--- src/rtl/led_activity_pkg.sv ---
// Shared types and helpers for the LED activity stretcher.
package led_activity_pkg;

  typedef enum logic [1:0] {
    LedIdle = 2'd0,
    LedOn   = 2'd1,
    LedGap  = 2'd2
  } led_state_e;

  // Counter width able to hold the longer of the two phase lengths.
  function automatic int unsigned cnt_width(int unsigned on, int unsigned off);
    int unsigned longest;
    longest = (on > off) ? on : off;
    return $clog2(longest + 1);
  endfunction

endpackage

--- src/rtl/led_activity_chan.sv ---
// One LED channel: stretches activity strobes into an on-phase followed by an off-gap.
module led_activity_chan
  import led_activity_pkg::*;
#(
  parameter int unsigned OnCount  = 500,
  parameter int unsigned OffCount = 500
) (
  input  logic clk_i,
  input  logic rst_i,
  input  logic enable_i,
  input  logic event_i,
  output logic led_on_o,
  output logic busy_o
);

  localparam int unsigned CntW = cnt_width(OnCount, OffCount);

  if (OnCount < 1 || OffCount < 1) begin : gen_param_check
    $error("led_activity_chan: OnCount and OffCount must be >= 1");
  end

  localparam logic [CntW-1:0] OnLast  = CntW'(OnCount - 1);
  localparam logic [CntW-1:0] OffLast = CntW'(OffCount - 1);

  led_state_e      state_q, state_d;
  logic [CntW-1:0] cnt_q, cnt_d;
  logic            pend_q, pend_d;

  // State, counter, pending flag and registered outputs.
  always_ff @(posedge clk_i) begin
    if (rst_i) begin
      state_q  <= LedIdle;
      cnt_q    <= '0;
      pend_q   <= 1'b0;
      led_on_o <= 1'b0;
      busy_o   <= 1'b0;
    end else begin
      state_q  <= state_d;
      cnt_q    <= cnt_d;
      pend_q   <= pend_d;
      led_on_o <= (state_d == LedOn);
      busy_o   <= (state_d != LedIdle);
    end
  end

  // Next-state logic; a phase always runs its full length, extra events only set pending.
  always_comb begin
    state_d = state_q;
    cnt_d   = cnt_q;
    pend_d  = pend_q;

    if (!enable_i) begin
      state_d = LedIdle;
      cnt_d   = '0;
      pend_d  = 1'b0;
    end else begin
      unique case (state_q)
        LedIdle: begin
          if (event_i) begin
            state_d = LedOn;
            cnt_d   = '0;
          end
        end
        LedOn: begin
          pend_d = pend_q | event_i;
          if (cnt_q == OnLast) begin
            state_d = LedGap;
            cnt_d   = '0;
          end else begin
            cnt_d = cnt_q + CntW'(1);
          end
        end
        LedGap: begin
          if (cnt_q == OffLast) begin
            state_d = (pend_q || event_i) ? LedOn : LedIdle;
            cnt_d   = '0;
            pend_d  = 1'b0;
          end else begin
            cnt_d  = cnt_q + CntW'(1);
            pend_d = pend_q | event_i;
          end
        end
        default: begin
          state_d = LedIdle;
          cnt_d   = '0;
          pend_d  = 1'b0;
        end
      endcase
    end
  end

endmodule

--- src/rtl/led_activity.sv ---
// Multi-channel LED activity indicator: independent per-channel stretchers plus output polarity.
module led_activity
  import led_activity_pkg::*;
#(
  parameter int unsigned NumLeds   = 4,
  parameter int unsigned OnCount   = 500,
  parameter int unsigned OffCount  = 500,
  parameter bit          ActiveLow = 1'b0
) (
  input  logic               clk_i,
  input  logic               rst_i,
  input  logic               enable_i,
  input  logic [NumLeds-1:0] event_i,
  output logic [NumLeds-1:0] led_o,
  output logic [NumLeds-1:0] busy_o
);

  if (NumLeds < 1 || OnCount < 1 || OffCount < 1) begin : gen_param_check
    $error("led_activity: NumLeds, OnCount and OffCount must all be >= 1");
  end

  logic [NumLeds-1:0] led_on;

  for (genvar i = 0; i < NumLeds; i++) begin : gen_chan
    led_activity_chan #(
      .OnCount (OnCount),
      .OffCount(OffCount)
    ) u_chan (
      .clk_i   (clk_i),
      .rst_i   (rst_i),
      .enable_i(enable_i),
      .event_i (event_i[i]),
      .led_on_o(led_on[i]),
      .busy_o  (busy_o[i])
    );
  end

  // Polarity applied once, directly on the registered lit flags.
  assign led_o = led_on ^ {NumLeds{ActiveLow}};

endmodule

--- config.mk ---
export PLATFORM = sky130hd
export DESIGN_NAME = led_activity
export DESIGN_NICKNAME = d
export VERILOG_FILES = /design/src/rtl/led_activity_pkg.sv /design/src/rtl/led_activity_chan.sv /design/src/rtl/led_activity.sv
export SDC_FILE = /design/constraint.sdc
export NUM_CORES = 1
export LEC_CHECK = 0
export BUFFER_PORTS_ARGS = -buffer_cell sky130_fd_sc_hd__buf_2
export CAP_MARGIN = 40
export CORE_ASPECT_RATIO = 0.6
export CORE_MARGIN = 4
export CORE_UTILIZATION = 61
export CTS_CLUSTER_DIAMETER = 40
export CTS_CLUSTER_SIZE = 30
export DETAILED_ROUTE_END_ITERATION = 7
export PLACE_DENSITY = 0.79
export SLEW_MARGIN = 20
export SYNTH_ARGS = -nofsm -noshare
export SYNTH_HDL_FRONTEND = slang
export SYNTH_SLANG_ARGS = --single-unit
--- constraint.sdc ---
create_clock -name clk_i -period 2.22 [get_ports clk_i]
set_clock_uncertainty 0.05 [all_clocks]
set_input_delay 0.111 -clock clk_i [delete_from_list [all_inputs] [get_ports clk_i]]
set_output_delay 0.111 -clock clk_i [all_outputs]
set_load 0.1 [all_outputs]
* Yosys cells after proc, flatten, opt, wreduce, memory -nomap -nowiden
Cells that the tools add are included.
Operators by class: add/sub/neg operators 4, multiply operators 0, divide/modulo/power cells 0, magnitude comparators 0, equality and inequality tests 20, shifts and indexed selects 0, mux-type cells 44, bitwise gates (word level) 5, reductions and logical operators 17
Operator list (count):
- $mux 9 | 8
- $pmux 9 s2 | 4
- $add 9x1->9 const B | 4
- $eq 9x9->1 const B | 4
- $mux 2 | 16
- $pmux 2 s3 | 4
- $eq 2x1->1 const B | 8
- $pmux 1 s3 | 4
- $reduce_or 2->1 | 5
- $eq 2x2->1 const B | 4
- $logic_not 2->1 | 4
- $mux 1 | 8
- $ne 2x2->1 const B | 4
- $reduce_bool 2->1 | 4
- $logic_or 1x1->1 | 4
- $or 1x1->1 | 4
- $not 1->1 | 1
Storage, ports and cells: bits in registers 56, bits in latches 0, RAM bits 0, ROM bits 0, input port bits 7, word-level logic and storage cells 110, memories 0

* Logic depth before layout (Yosys ltp)
depth after elaboration 6, gate-level depth with buffers 7

* By module
Synthesis repeated with hierarchy kept, for this count alone.
Unflattened totals: cells, all modules 329, area total of the unflattened synthesis 3044.2 um^2
Modules (own cells, without submodules):
- led_activity_chan (gen_chan[0].u_chan ...) | instances 3, cells an instance 83, area an instance 764.5 um^2
- led_activity_chan (gen_chan[3].u_chan) | instances 1, cells an instance 80, area an instance 750.7 um^2

* Worst setup path before layout
Ideal clock, no wire load.
path kind register -> register, start register gen_chan[1].u_chan.state_q[0], end register gen_chan[1].u_chan.cnt_q[5], library setup time 0.070 ns, arrival time 1.410 ns, data required time 2.100 ns, slack 0.690 ns, stages on the path, launching flop included 8, buffers on the path 1, path through dfxtp_1 -> inv_1 -> ha_1 -> nand2b_1 -> buf_6 -> nand4_1 -> or3_1 -> a21oi_1
On the way: longest elaborated chain between the ends 3
RTL lines:
- start, declared | RTL line led_activity_chan.sv:25 | led_state_e state_q, state_d;
- start signal, assigned | RTL line led_activity_chan.sv:32 | state_q <= LedIdle;
- start signal, assigned | RTL line led_activity_chan.sv:38 | state_q <= state_d;
- $eq 2x1->1 or $eq 2x2->1 (tied branches) | RTL line led_activity_chan.sv:57 | unique case (state_q)
- $reduce_or 2->1 (no line)
- $pmux 9 s2 | RTL line led_activity_chan.sv:57
- end signal, assigned | RTL line led_activity_chan.sv:39 | cnt_q <= cnt_d;
- end, declared | RTL line led_activity_chan.sv:26 | logic [CntW-1:0] cnt_q, cnt_d;
Several ways; a longest one is shown, not always the timed one. A chain may end at the register's enable or synchronous reset.

* Worst setup path after layout
start register gen_chan[1].u_chan.state_q[1], end register gen_chan[1].u_chan.cnt_q[7]
The elaborated chain is that of the path after synthesis.

==> flow_summary.toml <==
[drt]
wl_per_cell_um = 14.6
antenna_left = 0
num_vias = 2356
drc_errors = 0
viasPerCell = 5.88
dr.first_iter.drc_count = 146
first_pass_iters = 6
wl_um = 5860

[clocking]
clk_latency_ns = 0.32
clockRootBuffer = "clkbuf_8"
htreeDepth = 2
cts_tree = "yes"
cts_made_buffers = 5
cts_num_sinks = 56
cts_max_path_buffers = 2
clk_pin_slew_ns = 0.10
cts.repair.resized = 0

[placed_design]
place_ws_ns = 0.433
place_congestion = 0.914
dp_hpwl_um = 4280
portBuffers = 14

[grt]
grt_pass1_vias = 2186
track_usage = 0.195
grt_first_pass_wirelength_um = 10100
grt_overflow = 0
grt_max_degree = 19
antenna_found_initial = 0

[floorplanning]
ios = 15
core.rowCount = 19
core_area_um2 = 4710
die_y_um = 62.8
start_util = 0.649
die_x_um = 99.4
die_area_um2 = 6240

[logic_synthesis]
async_flop_share = 0
synth_warnings = 0
seq_area_frac_synth = 0.367
syn-instance-count = 329
synth_edf_count = 0
synth.avg_cell_area_um2 = 9.29
ys_types = 38
synth.cell_area_um2 = 3060
synth_nets = 356
dominantRegCellSynth = "dfxtp_1"
ys_ff_latch = 56

[final_layout]
final_common_cell = "dfxtp_1"
antennaDiodeCount = 0
area_delta_synth_final_pct = 4.63
fin_nets = 364
layout.cells.most_common_list = "dfxtp_1 (56), nor2_1 (28), o21ai_0 (26), a21oi_1 (20), ha_1 (20)"
fillCellCount = 399
drive_gt1_frac = 0.139

[power_and_ir_drop]
p_per_area_nw_per_um2 = 563
swShare = 0.279
p_int_uw = 1300
p_leak_uw = 0.00113
switchingPower_uw = 502
seq_power_share = 0.572
p_clk_frac = 0.322
p_comb_frac = 0.106
vdd_ir_drop_max_mv = 0.464

[timing]
setup_tns_ns = 0
min_period_ns = 1.83
worst-slew-pin-transition_ns = 0.710
finalSetupViolCount = 0
rsz0062_at_grt = "false"
hold_ws_ns = 0.0359
fmaxAchievable_mhz = 547
layout_setup_ws_ns = 0.391
timing.final.crit_share = 0.824
finalHoldViolCount = 0
max_slew_margin = 0.526
slew_viol_final = 0

[setup_path]
crit_path_end_kind = "register"
required_ns = 2.43
worstPathArrival_ns = 2.04
worstSetupStartpointType = "register"
critPathKind = "register to register"
path_max_fanout = 9

[min_path]
hp-class = "input pin to register"

[run_status]
outcome = "completed"

[job]
max_cap_violations = 0
power groups by stage:
stage               sequential, uW  clock [uW]  combinational (uW)
floorplan                     1050           0                 171
global placement              1050           0                 185
detailed placement            1050           0                 188
CTS                           1030         598                 191
global route                  1030         649                 205
finish                        1030         579                 191
path summary, 6_finish.rpt:
kind | from | endpoint | slack [ns] | depth (start not counted)
worst min-delay path | rst_i | gen_chan[1].u_chan.state_q[1]$_SDFF_PP0_ | 0.04 | 3
worst max-delay path | gen_chan[1].u_chan.state_q[1]$_SDFF_PP0_ | gen_chan[1].u_chan.cnt_q[7]$_SDFFE_PP0P_ | 0.39 | 6
worst max register to register | gen_chan[1].u_chan.state_q[1]$_SDFF_PP0_ | gen_chan[1].u_chan.cnt_q[7]$_SDFFE_PP0P_ | 0.39 | 6
worst min register to register | gen_chan[3].u_chan.cnt_q[1]$_SDFFE_PP0P_ | gen_chan[3].u_chan.cnt_q[1]$_SDFFE_PP0P_ | 0.43 | 2
per-layer routing:
layer	wire length (um)	track usage	up-vias
li1	-	-	1191
met1	3080	0.289	1086
met2	2350	0.273	69
met3	337	0.0446	10
met4	90	0.0716	0
met5	0	0	-
Yosys cell counts (4+ instances only):
master	number	share of area
or3_1	11	0.023
buf_2	4	0.0065
xnor2_1	8	0.023
nand2_1	14	0.017
xor2_1	13	0.037
and4bb_2	4	0.016
a21oi_1	20	0.033
nand4_1	14	0.029
and2_1	11	0.023
nand4bb_1	4	0.015
nor3_1	6	0.0098
buf_6	4	0.015
o21ai_0	26	0.043
a211oi_1	4	0.0098
buf_4	8	0.020
a21o_1	4	0.0098
inv_1	18	0.022
nand3_1	12	0.020
dfxtp_1	56	0.37
nand2b_1	6	0.012
ha_1	20	0.082
nor2_1	28	0.034
metrics by stage:
step	cell area, um^2	std cells	total power [uW]	util
after floorplan	3060	329	1220	-
after global placement	3100	392	1240	0.658
final	3200	401	1800	0.679
after global routing	3200	401	1890	0.679
after CTS	3200	401	1820	0.679
after detailed placement	3100	392	1240	0.658
timing repair:
item | in CTS | in global routing
endpoints found under the hold margin | 1 | 0
buffers inserted | 0 | 0
hold buffers | 1 | 0
kinds of logic (layout without fill, tap and decap cells):
kind of cell / after synthesis / after routing / synth area share
AND/OR/NAND/NOR: 121 / 121 / 0.243
AO/OA/AOI/OAI: 77 / 77 / 0.185
buffers and inverters: 34 / 43 / 0.0630
adder cells (fa/ha/maj): 20 / 20 / 0.0819
XOR/XNOR: 21 / 21 / 0.0602
flip-flops: 56 / 56 / 0.367
registers in the layout (all words and copies together) (netlist names):
register and cells:
gen_chan.u_chan.cnt_q 36, gen_chan.u_chan.busy_o 4, gen_chan.u_chan.pend_q 4, gen_chan.u_chan.state_q 8, gen_chan.u_chan.led_on_o 4
critical path, stage by stage (launching register included):
cell and delay [ns]:
dfxtp_1 0.43, inv_1 0.09, ha_1 0.23, nand2b_1 0.28, nand4_1 0.20, or3_1 0.34
a21oi_1 0.14
cell type report:
cell class	count	area, um^2	share of cell area
multi-input cells	239	1740	0.545
flip-flops and latches	56	1120	0.351
repair buffers	17	95.1	0.0297
well taps	63	78.8	0.0246
clock buffers	5	68.8	0.0215
inverters	18	67.6	0.0211
clock inverters	3	23.8	0.00743
Note: power is estimated with default switching activity, not from simulation.
